$ cat config.mk
export PLATFORM = sky130hd
export DESIGN_NAME = branch_unit
export DESIGN_NICKNAME = d
export VERILOG_FILES = /design/src/rtl/branch_pkg.sv /design/src/rtl/branch_unit_bht.sv /design/src/rtl/branch_unit.sv
export SDC_FILE = /design/constraint.sdc
export NUM_CORES = 1
export LEC_CHECK = 0
export ABC_AREA = 1
export BUFFER_PORTS_ARGS = -buffer_cell sky130_fd_sc_hd__buf_2
export CORE_ASPECT_RATIO = 0.9
export CORE_MARGIN = 4
export CORE_UTILIZATION = 58
export DETAILED_ROUTE_END_ITERATION = 12
export GPL_TIMING_DRIVEN = 1
export PLACE_DENSITY = 0.81
export SLEW_MARGIN = 10
export SYNTH_ARGS = -nofsm -noshare
export SYNTH_HDL_FRONTEND = slang
export SYNTH_SLANG_ARGS = --single-unit
$ cat constraint.sdc
create_clock -name clk -period 2.67 [get_ports clk]
set_input_delay 0.534 -clock clk [delete_from_list [all_inputs] [get_ports clk]]
set_output_delay 0.534 -clock clk [all_outputs]
set_load 0.02 [all_outputs]
$ cat src/rtl/branch_pkg.sv
// Shared branch definitions: funct3 encodings, BHT counter type and reset value,
// and the legality check for conditional-branch funct3 codes.
package branch_pkg;

  localparam logic [2:0] F3_BEQ  = 3'b000;
  localparam logic [2:0] F3_BNE  = 3'b001;
  localparam logic [2:0] F3_BLT  = 3'b100;
  localparam logic [2:0] F3_BGE  = 3'b101;
  localparam logic [2:0] F3_BLTU = 3'b110;
  localparam logic [2:0] F3_BGEU = 3'b111;

  typedef logic [1:0] bht_ctr_t;

  localparam bht_ctr_t BHT_RESET = 2'b01;

  // Only 010 and 011 are unused encodings in the branch opcode space.
  function automatic logic is_legal_branch(input logic [2:0] funct3);
    return (funct3[2:1] != 2'b01);
  endfunction

endpackage

$ cat src/rtl/branch_unit_bht.sv
// Branch history table: array of 2-bit saturating counters with a combinational
// prediction read and a single training write port.
module bht
  import branch_pkg::*;
#(
  parameter int ENTRIES = 64,
  localparam int IW     = $clog2(ENTRIES)
) (
  input  logic          clk,
  input  logic          rst,
  input  logic [IW-1:0] rd_idx,
  output logic          rd_taken,
  input  logic          wr_en,
  input  logic [IW-1:0] wr_idx,
  input  logic          wr_taken
);

  bht_ctr_t r_ctr [ENTRIES];
  bht_ctr_t w_cur;
  bht_ctr_t w_next;

  assign w_cur    = r_ctr[wr_idx];
  assign rd_taken = r_ctr[rd_idx][1];

  always_comb begin
    w_next = w_cur;
    if (wr_taken) begin
      if (w_cur != 2'b11) w_next = w_cur + 2'b01;
    end else begin
      if (w_cur != 2'b00) w_next = w_cur - 2'b01;
    end
  end

  // Counters are reset individually, so the table lives in registers rather than RAM.
  always_ff @(posedge clk) begin
    if (rst) begin
      for (int i = 0; i < ENTRIES; i++) r_ctr[i] <= BHT_RESET;
    end else if (wr_en) begin
      r_ctr[wr_idx] <= w_next;
    end
  end

endmodule

$ cat src/rtl/branch_unit.sv
// Branch resolution: taken decode, mispredict check, registered redirect/flush and
// BHT training. Defining BRANCH_STATS_EN adds branch_cnt / mispred_cnt outputs.
module branch_unit
  import branch_pkg::*;
#(
  parameter int DWIDTH      = 32,
  parameter int BHT_ENTRIES = 64
) (
  input  logic              clk,
  input  logic              rst,
  input  logic [DWIDTH-1:0] pred_pc,
  output logic              pred_taken,
  input  logic              ex_valid,
  input  logic              ex_is_branch,
  input  logic [2:0]        ex_funct3,
  input  logic [DWIDTH-1:0] ex_pc,
  input  logic [DWIDTH-1:0] ex_target,
  input  logic              ex_pred_taken,
  output logic              br_un,
  input  logic              br_eq,
  input  logic              br_lt,
  output logic              redirect_valid,
  output logic [DWIDTH-1:0] redirect_pc,
`ifdef BRANCH_STATS_EN
  output logic [31:0]       branch_cnt,
  output logic [31:0]       mispred_cnt,
`endif
  output logic              flush
);

  localparam int IW = $clog2(BHT_ENTRIES);

  logic              r_redirect_valid;
  logic [DWIDTH-1:0] r_redirect_pc;
  logic              w_taken;
  logic              w_res;
  logic              w_mispred;
  logic              w_unused;

  assign br_un = ex_funct3[1];

  always_comb begin
    w_taken = 1'b0;
    case (ex_funct3)
      F3_BEQ:           w_taken = br_eq;
      F3_BNE:           w_taken = ~br_eq;
      F3_BLT, F3_BLTU:  w_taken = br_lt;
      F3_BGE, F3_BGEU:  w_taken = ~br_lt;
      default:          w_taken = 1'b0;
    endcase
  end

  // The instruction after a mispredict is wrong-path and must neither redirect nor train.
  assign w_res     = ex_valid & ex_is_branch & is_legal_branch(ex_funct3) & ~r_redirect_valid;
  assign w_mispred = w_res & (w_taken != ex_pred_taken);

  assign w_unused = ^{pred_pc[DWIDTH-1:IW+2], pred_pc[1:0]};

  bht #(
    .ENTRIES (BHT_ENTRIES)
  ) u_bht (
    .clk      (clk),
    .rst      (rst),
    .rd_idx   (pred_pc[IW+1:2]),
    .rd_taken (pred_taken),
    .wr_en    (w_res),
    .wr_idx   (ex_pc[IW+1:2]),
    .wr_taken (w_taken)
  );

  always_ff @(posedge clk) begin
    if (rst) begin
      r_redirect_valid <= 1'b0;
      r_redirect_pc    <= '0;
    end else begin
      r_redirect_valid <= w_mispred;
      if (w_mispred) r_redirect_pc <= w_taken ? ex_target : ex_pc + DWIDTH'(4);
    end
  end

  assign redirect_valid = r_redirect_valid;
  assign flush          = r_redirect_valid;
  assign redirect_pc    = r_redirect_pc;

`ifdef BRANCH_STATS_EN
  logic [31:0] r_branch_cnt;
  logic [31:0] r_mispred_cnt;

  always_ff @(posedge clk) begin
    if (rst) begin
      r_branch_cnt  <= '0;
      r_mispred_cnt <= '0;
    end else begin
      if (w_res)     r_branch_cnt  <= r_branch_cnt + 32'd1;
      if (w_mispred) r_mispred_cnt <= r_mispred_cnt + 32'd1;
    end
  end

  assign branch_cnt  = r_branch_cnt;
  assign mispred_cnt = r_mispred_cnt;
`endif

endmodule

==> metrics.yaml <==
status: "finished, final reports clean"
root_buffer: "clkbuf_16"
drtIter0Drc: 1408
hold_ws_ns: 0.357
cp_cell_sequence: "buf_2 > inv_1 > o21ai_0 > o221ai_1 > o211ai_1 > nand3_1 > nand3_1 > nand2_1 > buf_2"
timing.rr.start: "flush"
yosys.area.top_type: "edfxtp_1"
synth.cell_area_mm2: 0.00974
fin_skew_ns: 0.00957
pwr-share-seq_pct: 44.2
fin_setup_tns_ns: 0
reg2reg_slack_ns: 0.55
layout-drive-gt1-share_pct: 13.0
pre_cts_slack_ns: 0.0471
wl_um: 28700
synth_compound_area_share_pct: 8.34
rr_endpoint: "u_bht.r_ctr[62][0]"
seqCellArea_mm2: 0.00450
multi_input_area_mm2: 0.00428
first_global_vias: 8525
synth_area_leaders: "edfxtp_1 39%, nand2_1 21%, nor2_1 8.9%, dfxtp_1 6.8%, inv_1 5.8%"
hold_depth: 3
worst_pin_slew_ns: 0.690
synth_most_common_cell: "nand2_1"
cts_made_buffers: 17
dp.final_hpwl_um: 19700
worstSetupEndpointType: "output pin"
drc_errors: 0
fp.dieW_um: 145
syn2layout_area_growth_pct: 14.9
dr.pass1.iters: 6
synthSimpleGateAreaFrac_pct: 34.2
post-cts-setup-buffers: 0
grt_usage_pct: 30.1
yosys.area.top_type_share_pct: 39.5
synth-seq-cells: 161
vias: 9560
synth_top_family_by_area: "simple AND/OR/NAND/NOR gates"
power_leakage_uw: 0.00479
critical_path.startpoint_type: "input pin"
clk_path_buf_depth: 2
num-fill-cells: 1397
min_to: "redirect_pc[0]"
vdd_ir_drop_max_mv: 0.609
cp.arrival_ns: 2.06
io_pins: 142
cpPeakStageDelay_ns: 0.28
finalNetCount: 1597
synthArstFlopShare_pct: 0
internal_power_uw: 4550
synth_cells: 1395
yosysWarningCount: 0
rr_worst_depth: 10
synth.avg_cell_area_um2: 6.98
synth_cell_types: 35
cts_tree: "yes"
maxCapViolCount: 0
yosysSeqAreaShare_pct: 46.3
synthMuxAreaShare_pct: 0
p_per_area_mw_per_mm2: 567
synth-adder-area-share_pct: 0.129
final_hold_viol_count: 0
path_class: "input pin to output pin"
slowest_stage: "inv_1"
syn_nets: 1502
comb_power_share_pct: 16.0
io_buffers: 115
cts_resized: 0
grt_pass1_wl_um: 43700
clk_pin_slew_worst_paths_ns: 0.07
hold_class: "input pin to flip-flop"
die_area_mm2: 0.0189
grt_max_degree: 84
ant_nets: 0
start_util_pct: 59.7
fmaxAchievable_mhz: 385
relSlewSlack_pct: 53.9
fin_ws_ns: 0.0755
core_area_mm2: 0.0163
synth_edf_count: 128
power_uw: 6350
finalCriticalPeriod_ns: 2.59
power.share.clock_pct: 39.8
rsz0062_at_grt: "false"
rows: 44
synth_flop_cell: "edfxtp_1"
routed_via_density: 5.59
htreeDepth: 4
yosys-top-cells-count: "538 x nand2_1, 232 x nor2_1, 150 x inv_1, 128 x edfxtp_1, 60 x o21ai_0"
switching_share_pct: 28.2
synth-xor-area-share_pct: 1.26
wire_per_inst_um: 16.8
clk_latency_ns: 0.44
fin_crit_sh_pct: 97.2
overflow: 0
slew_viol_final: 0
cts.sinks: 161
power.switching_uw: 1790
crit_required_ns: 2.14
critPathMaxFanout: 8
die_y_um: 131
antenna_cells: 0
finalSetupViolations: 0
hold_path_startpoint: "ex_pc[0]"
cts_hold_buffers: 0
antenna_found_initial: 0
gp_congestion: 0.963
state kept, by name, indices dropped and copies added (netlist names):
signal and cells:
redirect_pc 32, flush 1, u_bht.r_ctr 128
worst max path at each step:
stage               slack (ns)       start  depth (start not counted)            endpoint
detailed placement        0.05    ex_pc[3]                         16  u_bht.r_ctr[33][0]
global route             0.007  pred_pc[3]                          9          pred_taken
global placement          0.13  pred_pc[3]                          9          pred_taken
CTS                       0.11  pred_pc[3]                          9          pred_taken
finish                    0.08  pred_pc[3]                          9          pred_taken
floorplan                 0.57    ex_pc[2]                         13  u_bht.r_ctr[10][1]
metal layers:
| metal | share of wire, % | up-vias | global-route usage [%] |
|---|---|---|---|
| li1 | - | 4574 | - |
| met1 | 40 | 4313 | 43.4 |
| met2 | 46 | 602 | 46.0 |
| met3 | 12 | 71 | 6.62 |
| met4 | 2.3 | 0 | 9.22 |
| met5 | 0 | - | 0 |
layout make-up:
cell class	count	area share [%]
Clock buffer	22	4.82
Clock inverter	10	0.749
Inverter	154	5.17
Multi-Input combinational cell	1008	38.2
Sequential cell	161	40.3
Tap cell	207	2.31
Timing Repair Buffer	148	8.48
cells in the final DEF (no fill, tap or decap), types with 23 or more instances in the layout:
master,count
inv_1,149
nand2_1,538
nor2_1,232
buf_4,23
edfxtp_1,128
dfxtp_1,33
nand3_1,34
a21oi_1,41
o21ai_0,60
buf_2,115
kinds of logic (layout without fill, tap and decap cells):
family | count (synthesis) | count (layout)
fa+ha+maj | 1 | 1
xor+xnor | 14 | 14
compound gates | 146 | 146
flops | 161 | 161
buf+inv | 226 | 334
simple gates | 847 | 847
critical path, delay by kind of cell:
kind	cells	cell delay (ns)
compound gates	3	0.57
buf+inv	3	0.63
simple gates	3	0.31
power groups by stage:
stage	clock network, uW	logic, uW	registers [uW]
5_1_grt	2640	1100	2810
2_1_floorplan	0	605	2880
3_5_place_dp	0	993	2860
6_report	2520	1020	2800
4_1_cts	2520	1000	2800
3_3_place_gp	0	977	2850
through the flow:
| step | util (%) | area (um^2) | std cells |
|---|---|---|---|
| 2_1_floorplan | - | 9740 | 1395 |
| 3_3_place_gp | 64.8 | 10600 | 1678 |
| 3_5_place_dp | 64.8 | 10600 | 1678 |
| 4_1_cts | 68.7 | 11200 | 1710 |
| 5_1_grt | 68.7 | 11200 | 1710 |
| 6_report | 68.7 | 11200 | 1710 |
Note: power is estimated with default switching activity, not from simulation.
